--- config.mk ---
export PLATFORM = sky130hd
export DESIGN_NAME = run_controller
export DESIGN_NICKNAME = d
export VERILOG_FILES = /design/src/rtl/run_ctrl_pkg.sv /design/src/rtl/run_cycle_counter.sv /design/src/rtl/run_controller.sv
export SDC_FILE = /design/constraint.sdc
export NUM_CORES = 1
export LEC_CHECK = 0
export BUFFER_PORTS_ARGS = -buffer_cell sky130_fd_sc_hd__buf_4
export CORE_MARGIN = 4
export CORE_UTILIZATION = 52
export DETAILED_ROUTE_END_ITERATION = 8
export PLACE_DENSITY = 0.79
export SYNTH_ARGS = -nofsm -noshare
export SYNTH_HDL_FRONTEND = slang
export SYNTH_SLANG_ARGS = --single-unit
--- constraint.sdc ---
create_clock -name clk -period 2.3 [get_ports clk]
set_clock_uncertainty 0.2 [all_clocks]
set_input_delay 0.115 -clock clk [delete_from_list [all_inputs] [get_ports clk]]
set_output_delay 0.115 -clock clk [all_outputs]
set_load 0.01 [all_outputs]
--- src/rtl/run_ctrl_pkg.sv ---
// Shared types and defaults for the run/ack sequencer in front of the 9-bit core.
package run_ctrl_pkg;

    localparam int RUN_CYCLE_W         = 16;
    localparam int RUN_DEFAULT_TIMEOUT = 4096;

    typedef enum logic [2:0] {
        IDLE    = 3'd0,
        ARMED   = 3'd1,
        RUN     = 3'd2,
        DONE    = 3'd3,
        TIMEOUT = 3'd4
    } run_state_t;

    // Finished states hold ack until the next start.
    function automatic logic state_is_finished(input run_state_t st);
        return (st == DONE) || (st == TIMEOUT);
    endfunction

endpackage

--- src/rtl/run_cycle_counter.sv ---
// RUN-cycle counter: synchronous clear wins over enable; tc_o flags count == TIMEOUT-1.
module run_cycle_counter #(
    parameter int CYCLE_W = 16,
    parameter int TIMEOUT = 4096
) (
    input  logic               clk,
    input  logic               reset,
    input  logic               clear_i,
    input  logic               enable_i,
    output logic [CYCLE_W-1:0] count_o,
    output logic               tc_o
);

    localparam logic [CYCLE_W-1:0] TC_VAL = CYCLE_W'(TIMEOUT - 1);
    localparam logic [CYCLE_W-1:0] ONE    = {{(CYCLE_W-1){1'b0}}, 1'b1};

    logic [CYCLE_W-1:0] count_q;
    logic [CYCLE_W-1:0] count_d;

    // Next count; natural overflow wraps modulo 2**CYCLE_W.
    always_comb begin
        count_d = count_q;
        if (clear_i) begin
            count_d = {CYCLE_W{1'b0}};
        end else if (enable_i) begin
            count_d = count_q + ONE;
        end else begin
            count_d = count_q;
        end
    end

    // Count register.
    always_ff @(posedge clk or posedge reset) begin
        if (reset) begin
            count_q <= {CYCLE_W{1'b0}};
        end else begin
            count_q <= count_d;
        end
    end

    assign count_o = count_q;
    assign tc_o    = (count_q == TC_VAL);

endmodule

--- src/rtl/run_controller.sv ---
// Start/ack Moore sequencer gating instruction issue for the 9-bit core.
// Watchdog timeout is built only when RUN_CTRL_WATCHDOG_EN is defined.
module run_controller
    import run_ctrl_pkg::*;
#(
    parameter int CYCLE_W = RUN_CYCLE_W,
    parameter int TIMEOUT = RUN_DEFAULT_TIMEOUT
) (
    input  logic               clk,
    input  logic               reset,
    input  logic               start,
    input  logic               done,
    output logic               run_en,
    output logic               pc_clear,
    output logic               ack,
    output logic               timed_out,
    output logic [CYCLE_W-1:0] cycle_count
);

    run_state_t state_q;
    run_state_t state_d;
    logic       tc_s;
    logic       wd_hit_s;
    logic       run_en_q;
    logic       pc_clear_q;
    logic       ack_q;
    logic       timed_out_q;

`ifdef RUN_CTRL_WATCHDOG_EN
    assign wd_hit_s = tc_s;
`else
    assign wd_hit_s = tc_s & 1'b0;
`endif

    // Next-state logic; done beats the watchdog on the same edge.
    always_comb begin
        state_d = state_q;
        case (state_q)
            IDLE: begin
                if (start) state_d = ARMED;
                else       state_d = IDLE;
            end
            ARMED: begin
                if (start) state_d = ARMED;
                else       state_d = RUN;
            end
            RUN: begin
                if (done)          state_d = DONE;
                else if (wd_hit_s) state_d = run_ctrl_pkg::TIMEOUT;
                else               state_d = RUN;
            end
            DONE, run_ctrl_pkg::TIMEOUT: begin
                if (start) state_d = ARMED;
                else       state_d = state_q;
            end
            default: state_d = IDLE;
        endcase
    end

    // State register.
    always_ff @(posedge clk or posedge reset) begin
        if (reset) begin
            state_q <= IDLE;
        end else begin
            state_q <= state_d;
        end
    end

    // Outputs decoded from the next state into flops so they change with the state.
    always_ff @(posedge clk or posedge reset) begin
        if (reset) begin
            run_en_q    <= 1'b0;
            pc_clear_q  <= 1'b0;
            ack_q       <= 1'b0;
            timed_out_q <= 1'b0;
        end else begin
            run_en_q    <= (state_d == RUN);
            pc_clear_q  <= (state_d == ARMED);
            ack_q       <= state_is_finished(state_d);
            timed_out_q <= (state_d == run_ctrl_pkg::TIMEOUT);
        end
    end

    run_cycle_counter #(
        .CYCLE_W (CYCLE_W),
        .TIMEOUT (TIMEOUT)
    ) u_counter (
        .clk      (clk),
        .reset    (reset),
        .clear_i  (state_d == ARMED),
        .enable_i (state_q == RUN),
        .count_o  (cycle_count),
        .tc_o     (tc_s)
    );

    assign run_en    = run_en_q;
    assign pc_clear  = pc_clear_q;
    assign ack       = ack_q;
    assign timed_out = timed_out_q;

endmodule
# [Word-level counts from Yosys, hierarchy flattened]
# Cells that the tools add are included.
[op_classes] add_sub_neg=1 eq_ne=8 muxes=7 n_reduce_logical=4
[ops] cell="$mux 16" count=2
[ops] cell="$add 16x1->16 const B" count=1
[ops] cell="$eq 3x2->1 const B" count=4
[ops] cell="$pmux 3 s4" count=1
[ops] cell="$eq 3x1->1 const B" count=2
[ops] cell="$eq 3x3->1 const B" count=2
[ops] cell="$logic_not 3->1" count=1
[ops] cell="$mux 3" count=1
[ops] cell="$mux 1" count=2
[ops] cell="$mux 2" count=1
[ops] cell="$reduce_bool 2->1" count=1
[ops] cell="$reduce_or 2->1" count=1
[ops] cell="$logic_or 1x1->1" count=1
[word_totals] ff_bits=23 input_bits=4 output_inout_bits=20 word_cells=26

# [Longest topological paths before layout]
# Gate-level depths: netlist of run 1.
[logic_depth] depth_word=5 ltp_mapped=6 mapped_depth_nobuf=5

# [Cells and area by module]
# Synthesis of run 1 repeated with hierarchy kept, for this count alone.
[hier_totals] hier_cells=111 area_unflattened_um2=1163.6
[by_module_without_submodules] mod="run_cycle_counter" instances=1 cells_each=85 area_per_inst_um2=863.3 seq_area_each_um2=400.4
[by_module_without_submodules] mod="run_controller" instances=1 cells_each=26 area_per_inst_um2=300.3 seq_area_each_um2=175.2

# [Worst setup path after synthesis of run 1]
# OpenSTA, ideal clock, no wires.
[synth_path] path_type="reg2reg" from="reg state_q[2]" to="reg u_counter.count_q[13], in the netlist u_counter.count_o[13]" setup_time_ns=0.077 arrival_ns=1.750 t_required_ns=2.023 slack_ns=0.272 path_stages_with_launch=6 n_path_buf=1 period_less_slack_ns=2.028 cell_sequence="dfrtp_1 > buf_4 > or3b_1 > or2_4 > or4_1 > a21oi_1"
[synth_between] elab_chain_cells=5 elab_cells_between_ends=11 cone_classes="5 x eq/ne; 3 x mux; 3 x reduce/logical"
[synth_lines] item="start, declared" line_no="run_controller.sv:20" text="run_state_t state_q;"
[synth_lines] item="start signal, assigned" line_no="run_controller.sv:65" text="state_q <= state_d;"
[synth_lines] item="$eq 3x2->1 / $eq 3x3->1 (equally long branches)" line_no="run_controller.sv:38" text="case (state_q)"
[synth_lines] item="$reduce_or 2->1" line_no="run_controller.sv:38"
[synth_lines] item="$pmux 3 s4" line_no="run_controller.sv:38"
[synth_lines] item="$eq 3x1->1" line_no="run_controller.sv:90" text=".clear_i (state_d == ARMED),"
[synth_lines] item="$mux 16 / $reduce_bool 2->1 (equally long branches)"
[synth_lines] item="end signal, assigned" line_no="run_cycle_counter.sv:35" text="count_q <= {CYCLE_W{1'b0}};"
[synth_lines] item="end signal, assigned" line_no="run_cycle_counter.sv:37" text="count_q <= count_d;"
[synth_lines] item="end, declared" line_no="run_cycle_counter.sv:17" text="logic [CYCLE_W-1:0] count_q;"
# Parallel ways exist; a longest one is shown, timed or not.
# A chain may end at the register's enable or synchronous reset.

# [Final worst setup path of run 1]
[layout_path] from="reg state_q[1]" to="reg u_counter.count_q[13], in the netlist u_counter.count_o[13]"
# The elaborated chain is that of the path after synthesis.

==> results of run 1 <==
-- logic make-up (layout without fill, tap and decap cells) --
group,Yosys count,after routing,synth area share [%]
AND/OR/NAND/NOR,55,55,25.4
flip-flops,23,23,51.3
AO/OA/AOI/OAI,19,19,10.4
buffers and inverters,14,43,5.36
XOR/XNOR,7,7,5.47
adder cells (fa/ha/maj),1,1,1.12
multiplexers,1,1,0.893
-- power by group through the flow --
stage               combinational, uW  clock, uW  sequential [uW]
floorplan                        74.4          0              452
global placement                  123          0              450
detailed placement                125          0              452
CTS                               130        192              444
global route                      144        209              448
finish                            128        188              444
-- metrics by stage --
step / total power (uW) / area (um2) / util, % / setup WS (ns) / hold slack (ns)
floorplan: 526 / 1120 / - / 0.272 / -0.0831
global placement: 573 / 1330 / 66.5 / 0.279 / 0.132
detailed placement: 577 / 1330 / 66.5 / 0.206 / 0.139
CTS: 767 / 1390 / 69.3 / 0.195 / 0.348
global route: 800 / 1390 / 69.3 / 0.0742 / 0.362
finish: 761 / 1390 / 69.3 / 0.189 / 0.333
-- cell usage after synthesis, drive strengths merged, types with 2 or more instances --
cell type	count	area (um2)
a211o	2	17.5
a21oi	7	35.0
buf	3	18.8
clkbuf	2	7.51
dfrtp	23	576
inv	9	33.8
nand2	13	48.8
nand3	4	20.0
nand4	3	18.8
nor2	12	45.0
nor3	5	25.0
nor3b	2	15.0
nor4	5	31.3
nor4b	2	17.5
o21ai	5	25.0
o31ai	2	15.0
or3	3	18.8
or4	2	15.0
xnor2	7	61.3
-- critical path, delay by kind of cell, from the launching register on --
kind	cells	cell delay (ns)
compound gates	1	0.15
flops	1	0.51
simple gates	3	1.19
-- path summary, 6_finish.rpt --
kind	from	end	slack, ns	cells after the start
worst max register to register	state_q[1]	u_counter.count_o[13]	0.19	4
worst max-delay path	state_q[1]	u_counter.count_o[13]	0.19	4
worst min-delay path	reset	u_counter.count_o[10]	0.33	3
max in group asynchronous	reset	u_counter.count_o[0]	1.04	3
worst min register to register	u_counter.count_o[14]	u_counter.count_o[14]	0.36	3
min in group clk	start	state_q[2]	0.35	3
-- area by class of cell --
type | count | area share [%]
Tap cell | 27 | 2.43
Multi-Input combinational cell | 83 | 35.0
Sequential cell | 23 | 41.5
Clock buffer | 4 | 1.89
Inverter | 9 | 2.43
Timing Repair Buffer | 30 | 16.8
-- sequential cells by signal, summed over array words and instances (netlist names) --
name / count
ack: 1
pc_clear: 1
run_en: 1
state_q: 3
timed_out: 1
u_counter.count_o: 16
-- per-layer routing --
layer	vias up	GRT usage (%)
met5	-	0
met4	0	7.47
met3	4	4.09
met2	31	31.9
met1	453	24.5
li1	473	-
==> impl_metrics.toml, run 1 <==
[timing]
timing_hold_violations_final = 0
slew_headroom_pct = 42.1
rsz0062_at_grt = "false"
fin_crit_sh_pct = 91.8
max_slew.worst_pin.slew_ns = 0.867
setup-tns-final_ns = 0
final-max-slew-violation-count = 0
final.min_clock_period_ns = 2.11
fmax_mhz = 474
setup_violations = 0

[worst_setup_path]
worst_setup_path_end_kind = "flip-flop"
path_class = "reg2reg"
critPathMaxFanout = 10
cp_cell_sequence = "or3b_1, or2_4, or4_1, a21oi_1"
critPathSlowestCell = "sky130_fd_sc_hd__dfrtp_1"
cp_data_required_time_ns = 2.35
crit_path_start_kind = "flip-flop"
max_stage_delay_ns = 0.51
crit_path_arrival_time_ns = 2.16

[synth]
postSynthRegisterBits = 23
dominantRegCellSynth = "sky130_fd_sc_hd__dfrtp_1"
count_of_flip_flops_with_a_built_in_enable_after_synthesis = 0
synth_seq_area_share_pct = 51.3
syn_nets = 125
syn_inst = 120
syn_area_mm2 = 0.00112
count_of_cell_types_in_the_netlist = 29
postSynth.asyncResetShare_pct = 100
syn-mean-instance-area_um2 = 9.34
yosys_warnings = 0

[grt]
overall_overflow_remaining_after_global_route = 0
number_of_global_route_vias_before_repair = 896
grt.total_usage_pct = 19.3
antenna_found_initial = 0
grt_first_pass_wirelength_mm = 4.00
grt_max_degree = 24

[power_and_ir_drop]
ir_worst_vdd_mv = 0.401
power.share.combinational_pct = 16.9
cellInternalPower_uw = 550
netSwitchingPower_uw = 211
seqPwrFrac_pct = 58.4
total_leakage_power_uw = 0.000622
power.clock.fraction_pct = 24.7
power_density_mw_per_mm2 = 548
switching_share_pct = 27.7

[routing]
route.detailed.wl_per_inst_um = 13.5
wl_met3_um = 134
antenna_left = 0
dr.max_layer_used = "met4"
detail_route.drc_violations = 0
detail_route.wirelength_mm = 2.37
metal_1_wl_mm = 1.11
vias_per_std_cell = 5.46
num_vias = 961
met2WireLength_mm = 1.09
dr.pass1.iters = 4
initialDrtViolationCount = 16

[finish]
ff_latch_area_um2 = 576
layout.cells.most_common_list = "sky130_fd_sc_hd__buf_4, sky130_fd_sc_hd__dfrtp_1, sky130_fd_sc_hd__nand2_1"
layout-area-overhead-vs-synth_pct = 23.8
finalNetCount = 155
n_fill_cell = 164
layout_commonest_cell = "sky130_fd_sc_hd__buf_4"
diodes = 0
multi_input_gate_area_in_the_final_layout_um2 = 485
final_cell_count_no_fill = 176
final_layout_size_suffix_gt1_share_pct = 20.8

[die]
floorplan.initialDensity_pct = 56.0
core.rowCount = 16
design.portCount = 24
fp.coreArea_mm2 = 0.00200
die_height_um = 54.4
die_width_um = 54.4
floorplan.die_area_mm2 = 0.00296

[clock_tree]
clk-insertion-delay-late_ns = 0.31
cts_num_sinks = 23
path_clk_slew_ns = 0.13
cts-root-to-sink-buffers = 2
cts_root_buffer = "sky130_fd_sc_hd__clkbuf_4"
postCtsResizedCells = 0
postCtsHoldBufs = 3
cts_tree = "built"
htree_levels = 1
postCtsSetupBuffers = 0
cts-buffers-inserted = 3

[place]
portBuffers = 23
dp_hpwl_mm = 1.68
placed_cells_incl_taps = 169
globalplace.congestion = 0.815

[run_status]
status = "finished clean"

[min_path]
min-delay-path-class = "in2async"

[run]
maxCapViolCount = 0
No activity file was read; power rests on OpenSTA's default activity.
==> run 2: changes to the inputs <==
Settings changed: CTS_CLUSTER_SIZE set to 12, RECOVER_POWER set to 50.
==> run 2 against run 1 <==
  * Routed wire length increased by 0.59%
  * Clock power hardly changed
  * Die area is the same
  * Combinational power is 11% lower
  * Critical path depth stayed put
  * Critical endpoint unchanged
  * Sequential power about the same
  * Via count shrank 0.52%
  * Register-to-register slack hardly changed
  * Worst hold slack lost 0.0029 ns
==> impl_metrics.toml, run 2 (synthesized netlist as in run 1, its figures left out) <==
[die]
fp.coreArea_mm2 = 0.00200
floorplan.die_area_mm2 = 0.00296
floorplan.initialDensity_pct = 56.0
design.portCount = 24
core.rowCount = 16
die_height_um = 54.4
die_width_um = 54.4

[timing]
final.min_clock_period_ns = 2.12
setup-tns-final_ns = 0
fin_crit_sh_pct = 92.3
slew_headroom_pct = 41.5
timing_hold_violations_final = 0
rsz0062_at_grt = "false"
worst_slack_ns = 0.177
final-max-slew-violation-count = 0
fmax_mhz = 471
setup_violations = 0
max_slew.worst_pin.slew_ns = 0.877

[finish]
finalNetCount = 155
diodes = 0
layout-area-overhead-vs-synth_pct = 16.7
layout_commonest_cell = "sky130_fd_sc_hd__dfrtp_1"
stdcell_area_mm2 = 0.00131
n_fill_cell = 187
fin_util_pct = 65.4
layout.cells.most_common_list = "sky130_fd_sc_hd__dfrtp_1, sky130_fd_sc_hd__clkbuf_1, sky130_fd_sc_hd__nand2_1"
largest_register_ffs = 16
final_layout_size_suffix_gt1_share_pct = 6.71

[grt]
grt_first_pass_wirelength_mm = 4.00
grt_util_met3_pct = 4.09
number_of_global_route_vias_before_repair = 896
grt.total_usage_pct = 19.3
grt.met1_usage_pct = 24.5
gr-max-usage-layer = "met2"
antenna_found_initial = 0
grt_max_degree = 24
overall_overflow_remaining_after_global_route = 0
global_route.usage.met2_pct = 31.9

[power_and_ir_drop]
ir_worst_vdd_mv = 0.413
total_leakage_power_uw = 0.000534
power_density_mw_per_mm2 = 572

[place]
portBuffers = 23
globalplace.congestion = 0.815
dp_hpwl_mm = 1.68
placement.cell_area_mm2 = 0.00133
dp_slack_ns = 0.206

[worst_setup_path]
crit_path_arrival_time_ns = 2.17
crit_path_start_kind = "flip-flop"
path_class = "reg2reg"
worst-r2r-setup-slack_ns = 0.18
critPathMaxFanout = 10
worst_setup_path_end_kind = "flip-flop"
cp_data_required_time_ns = 2.35

[run]
maxCapViolCount = 0

[routing]
antenna_left = 0
initialDrtViolationCount = 20
detail_route.drc_violations = 0
route.detailed.wl_per_inst_um = 13.5
dr.pass1.iters = 4
vias_per_std_cell = 5.43
num_vias = 956
detail_route.wirelength_mm = 2.38

[min_path]
min-delay-path-class = "in2async"

[clock_tree]
cts_num_sinks = 23
cts-buffers-inserted = 3
path_clk_slew_ns = 0.13
cts-root-to-sink-buffers = 2
clk-insertion-delay-late_ns = 0.31
postCtsSetupBuffers = 0
htree_levels = 1
cts_root_buffer = "sky130_fd_sc_hd__clkbuf_4"
postCtsHoldBufs = 3
cts_tree = "built"
postCtsResizedCells = 0

[run_status]
status = "finished clean"
-- run 2: cell types whose count changed in the layout (fill, tap and decap cells not counted) --
cell,previous run,this run
sky130_fd_sc_hd__clkbuf_4,3,4
sky130_fd_sc_hd__clkbuf_1,1,22
sky130_fd_sc_hd__buf_4,27,5
-- run 2: cell type report --
class / count / area (um2) / share of cell area, %
well taps: 27 / 33.8 / 2.58
inverters: 9 / 33.8 / 2.58
clock buffers: 4 / 26.3 / 2.01
flip-flops and latches: 23 / 576 / 44.0
repair buffers: 30 / 154 / 11.8
multi-input cells: 83 / 485 / 37.1
-- run 2: through the flow --
stage | instances | hold slack [ns] | power (uW)
2_1_floorplan | 120 | -0.0831 | 526
5_1_grt | 176 | 0.362 | 784
3_3_place_gp | 169 | 0.132 | 573
6_report | 176 | 0.330 | 749
4_1_cts | 176 | 0.348 | 767
3_5_place_dp | 169 | 0.139 | 577
-- run 2: layer usage --
metal	up-vias	wire length [um]
li1	475	-
met1	452	1100
met2	25	1110
met3	4	152
met4	0	29
met5	-	0
-- run 2: power breakdown --
| group | leakage (uW) | total [uW] | switching [uW] | internal [uW] |
|---|---|---|---|---|
| Sequential | 0.000311 | 444 | 19.0 | 425 |
| Combinational | 0.000208 | 114 | 71.4 | 42.4 |
| Clock | 0.0000150 | 191 | 123 | 67.8 |
| Total | 0.000534 | 749 | 214 | 535 |
-- run 2: worst paths after layout --
path,from,cells past startpoint,to
worst max-delay path,state_q[1],4,u_counter.count_o[13]
worst min-delay path,reset,3,u_counter.count_o[6]
min in group clk,start,3,state_q[2]
worst max register to register,state_q[1],4,u_counter.count_o[13]
max in group asynchronous,reset,3,u_counter.count_o[0]
worst min register to register,u_counter.count_o[14],3,u_counter.count_o[14]
-- run 2: worst max-delay path: stages (launching register included) --
cell	delay, ns
sky130_fd_sc_hd__dfrtp_1	0.52
sky130_fd_sc_hd__or3b_1	0.41
sky130_fd_sc_hd__or2_4	0.28
sky130_fd_sc_hd__or4_1	0.50
sky130_fd_sc_hd__a21oi_1	0.15
==> run 3: changes to the inputs <==
Settings changed: CELL_PAD_IN_SITES_DETAIL_PLACEMENT set to 1, CELL_PAD_IN_SITES_GLOBAL_PLACEMENT set to 1, CORE_UTILIZATION 52 to 41, SYNTH_HIERARCHICAL set to 1.
==> run 3 against run 2 <==
  * Count of clock-buffer cells in the layout unchanged
  * Die area increased by 25%
  * Sequential share of layout area down 2.0 points
  * Combinational power is 22% higher
  * Non-clock buffer count grew 1
  * Final cell count decreased by 5.7%
  * Design area grew 4.9%
  * Synthesized cell count decreased by 11%
  * Critical path depth rose by 3
==> impl_metrics.toml, run 3 <==
[run_status]
status = "finished clean"

[finish]
layout.cells.most_common_list = "sky130_fd_sc_hd__dfrtp_1, sky130_fd_sc_hd__nor2_1, sky130_fd_sc_hd__buf_4"
final_layout_size_suffix_gt1_share_pct = 24.3
largest_register_ffs = 16
layout_commonest_cell = "sky130_fd_sc_hd__dfrtp_1"
diodes = 0
stdcell_area_mm2 = 0.00137
layout-area-overhead-vs-synth_pct = 20.3
finalNetCount = 142

[synth]
syn-mean-instance-area_um2 = 10.7
syn_nets = 112
yosys_warnings = 6
syn_inst = 107
syn_area_mm2 = 0.00114

[power_and_ir_drop]
total_leakage_power_uw = 0.000661
ir_worst_vdd_mv = 0.349
power_density_mw_per_mm2 = 558

[routing]
antenna_left = 0
detail_route.drc_violations = 0
dr.pass1.iters = 4
vias_per_std_cell = 5.28
route.detailed.wl_per_inst_um = 16.2
detail_route.wirelength_mm = 2.69
initialDrtViolationCount = 29
num_vias = 876

[grt]
grt_first_pass_wirelength_mm = 4.50
grt.total_usage_pct = 16.3
number_of_global_route_vias_before_repair = 958
overall_overflow_remaining_after_global_route = 0
antenna_found_initial = 0
grt_max_degree = 17

[place]
globalplace.congestion = 0.747
dp_hpwl_mm = 2.01
placement.cell_area_mm2 = 0.00136
portBuffers = 23

[timing]
fmax_mhz = 475
timing_hold_violations_final = 0
setup-tns-final_ns = 0
final-max-slew-violation-count = 0
final.min_clock_period_ns = 2.11
max_slew.worst_pin.slew_ns = 0.653
fin_crit_sh_pct = 91.6
setup_violations = 0
slew_headroom_pct = 56.4
rsz0062_at_grt = "false"

[clock_tree]
path_clk_slew_ns = 0.13
cts_tree = "built"
htree_levels = 1
cts_root_buffer = "sky130_fd_sc_hd__clkbuf_4"
clk-insertion-delay-late_ns = 0.30
cts-root-to-sink-buffers = 2
cts-buffers-inserted = 3
cts_num_sinks = 23

[worst_setup_path]
worst_setup_path_end_kind = "flip-flop"
path_class = "reg2reg"
critPathMaxFanout = 5
cp_data_required_time_ns = 2.30
crit_path_start_kind = "flip-flop"
crit_path_arrival_time_ns = 2.11

[die]
floorplan.initialDensity_pct = 44.4
die_width_um = 60.8
design.portCount = 24
fp.coreArea_mm2 = 0.00257
floorplan.die_area_mm2 = 0.00369
die_height_um = 60.8
core.rowCount = 18

[min_path]
min-delay-path-class = "in2async"

[run]
maxCapViolCount = 0
## run 3: metal layers
metal,wire (um),track usage [%],vias up
li1,-,-,420
met5,0,0,-
met2,1430,31.0,16
met4,15,3.72,0
met3,97,2.13,2
met1,1150,19.4,438
## run 3: worst paths after layout
| path | start | to | slack, ns | cells past startpoint |
|---|---|---|---|---|
| worst max-delay path | state_q[0] | u_counter/count_o[15] | 0.19 | 7 |
| worst min-delay path | reset | timed_out | 0.09 | 3 |
| worst max register to register | state_q[0] | u_counter/count_o[15] | 0.19 | 7 |
| worst min register to register | state_q[2] | run_en | 0.36 | 1 |
| max in group asynchronous | reset | u_counter/count_o[0] | 1.23 | 3 |
| min in group clk | state_q[2] | run_en | 0.36 | 1 |
## run 3: what timing repair did
action | 4_1_cts | 5_1_grt
hold endpoints to repair | 28 | 0
setup buffers | 0 | 0
resized for setup | 0 | 1
hold buffers | 3 | 0
setup endpoints to repair | 0 | 1
## run 3: cell type report
cell class / count / area [um2]
Timing Repair Buffer: 31 / 210
Sequential cell: 23 / 576
Multi-Input combinational cell: 74 / 508
Fill cell: 299 / 1190
Inverter: 4 / 15.0
Tap cell: 30 / 37.5
Clock buffer: 4 / 26.3
## run 3: critical path, cell delays in order (launching register included)
cell	delay [ns]
sky130_fd_sc_hd__dfrtp_1	0.43
sky130_fd_sc_hd__nand2b_1	0.21
sky130_fd_sc_hd__nand2_1	0.08
sky130_fd_sc_hd__a21oi_1	0.21
sky130_fd_sc_hd__nor2_1	0.10
sky130_fd_sc_hd__and4bb_4	0.37
sky130_fd_sc_hd__nand3_2	0.10
sky130_fd_sc_hd__mux2_4	0.31
## run 3: metrics by stage
step / hold slack (ns) / power (uW) / worst slack [ns] / std cells / util [%]
final: 0.0941 / 766 / 0.194 / 166 / 53.5
after global routing: 0.126 / 813 / 0.0507 / 166 / 53.5
after CTS: 0.0976 / 789 / 0.156 / 166 / 55.2
after detailed placement: -0.120 / 597 / 0.163 / 159 / 53.0
after global placement: -0.130 / 587 / 0.307 / 159 / 53.0
after floorplan: -0.282 / 530 / 0.175 / 107 / -
## run 3: report_power, final
| part | leakage [uW] | switching (uW) | total, uW | internal, uW |
|---|---|---|---|---|
| clock | 0.0000150 | 118 | 186 | 67.5 |
| combinational | 0.000335 | 77.6 | 139 | 61.4 |
| sequential | 0.000310 | 16.6 | 441 | 425 |
| total | 0.000661 | 213 | 766 | 553 |
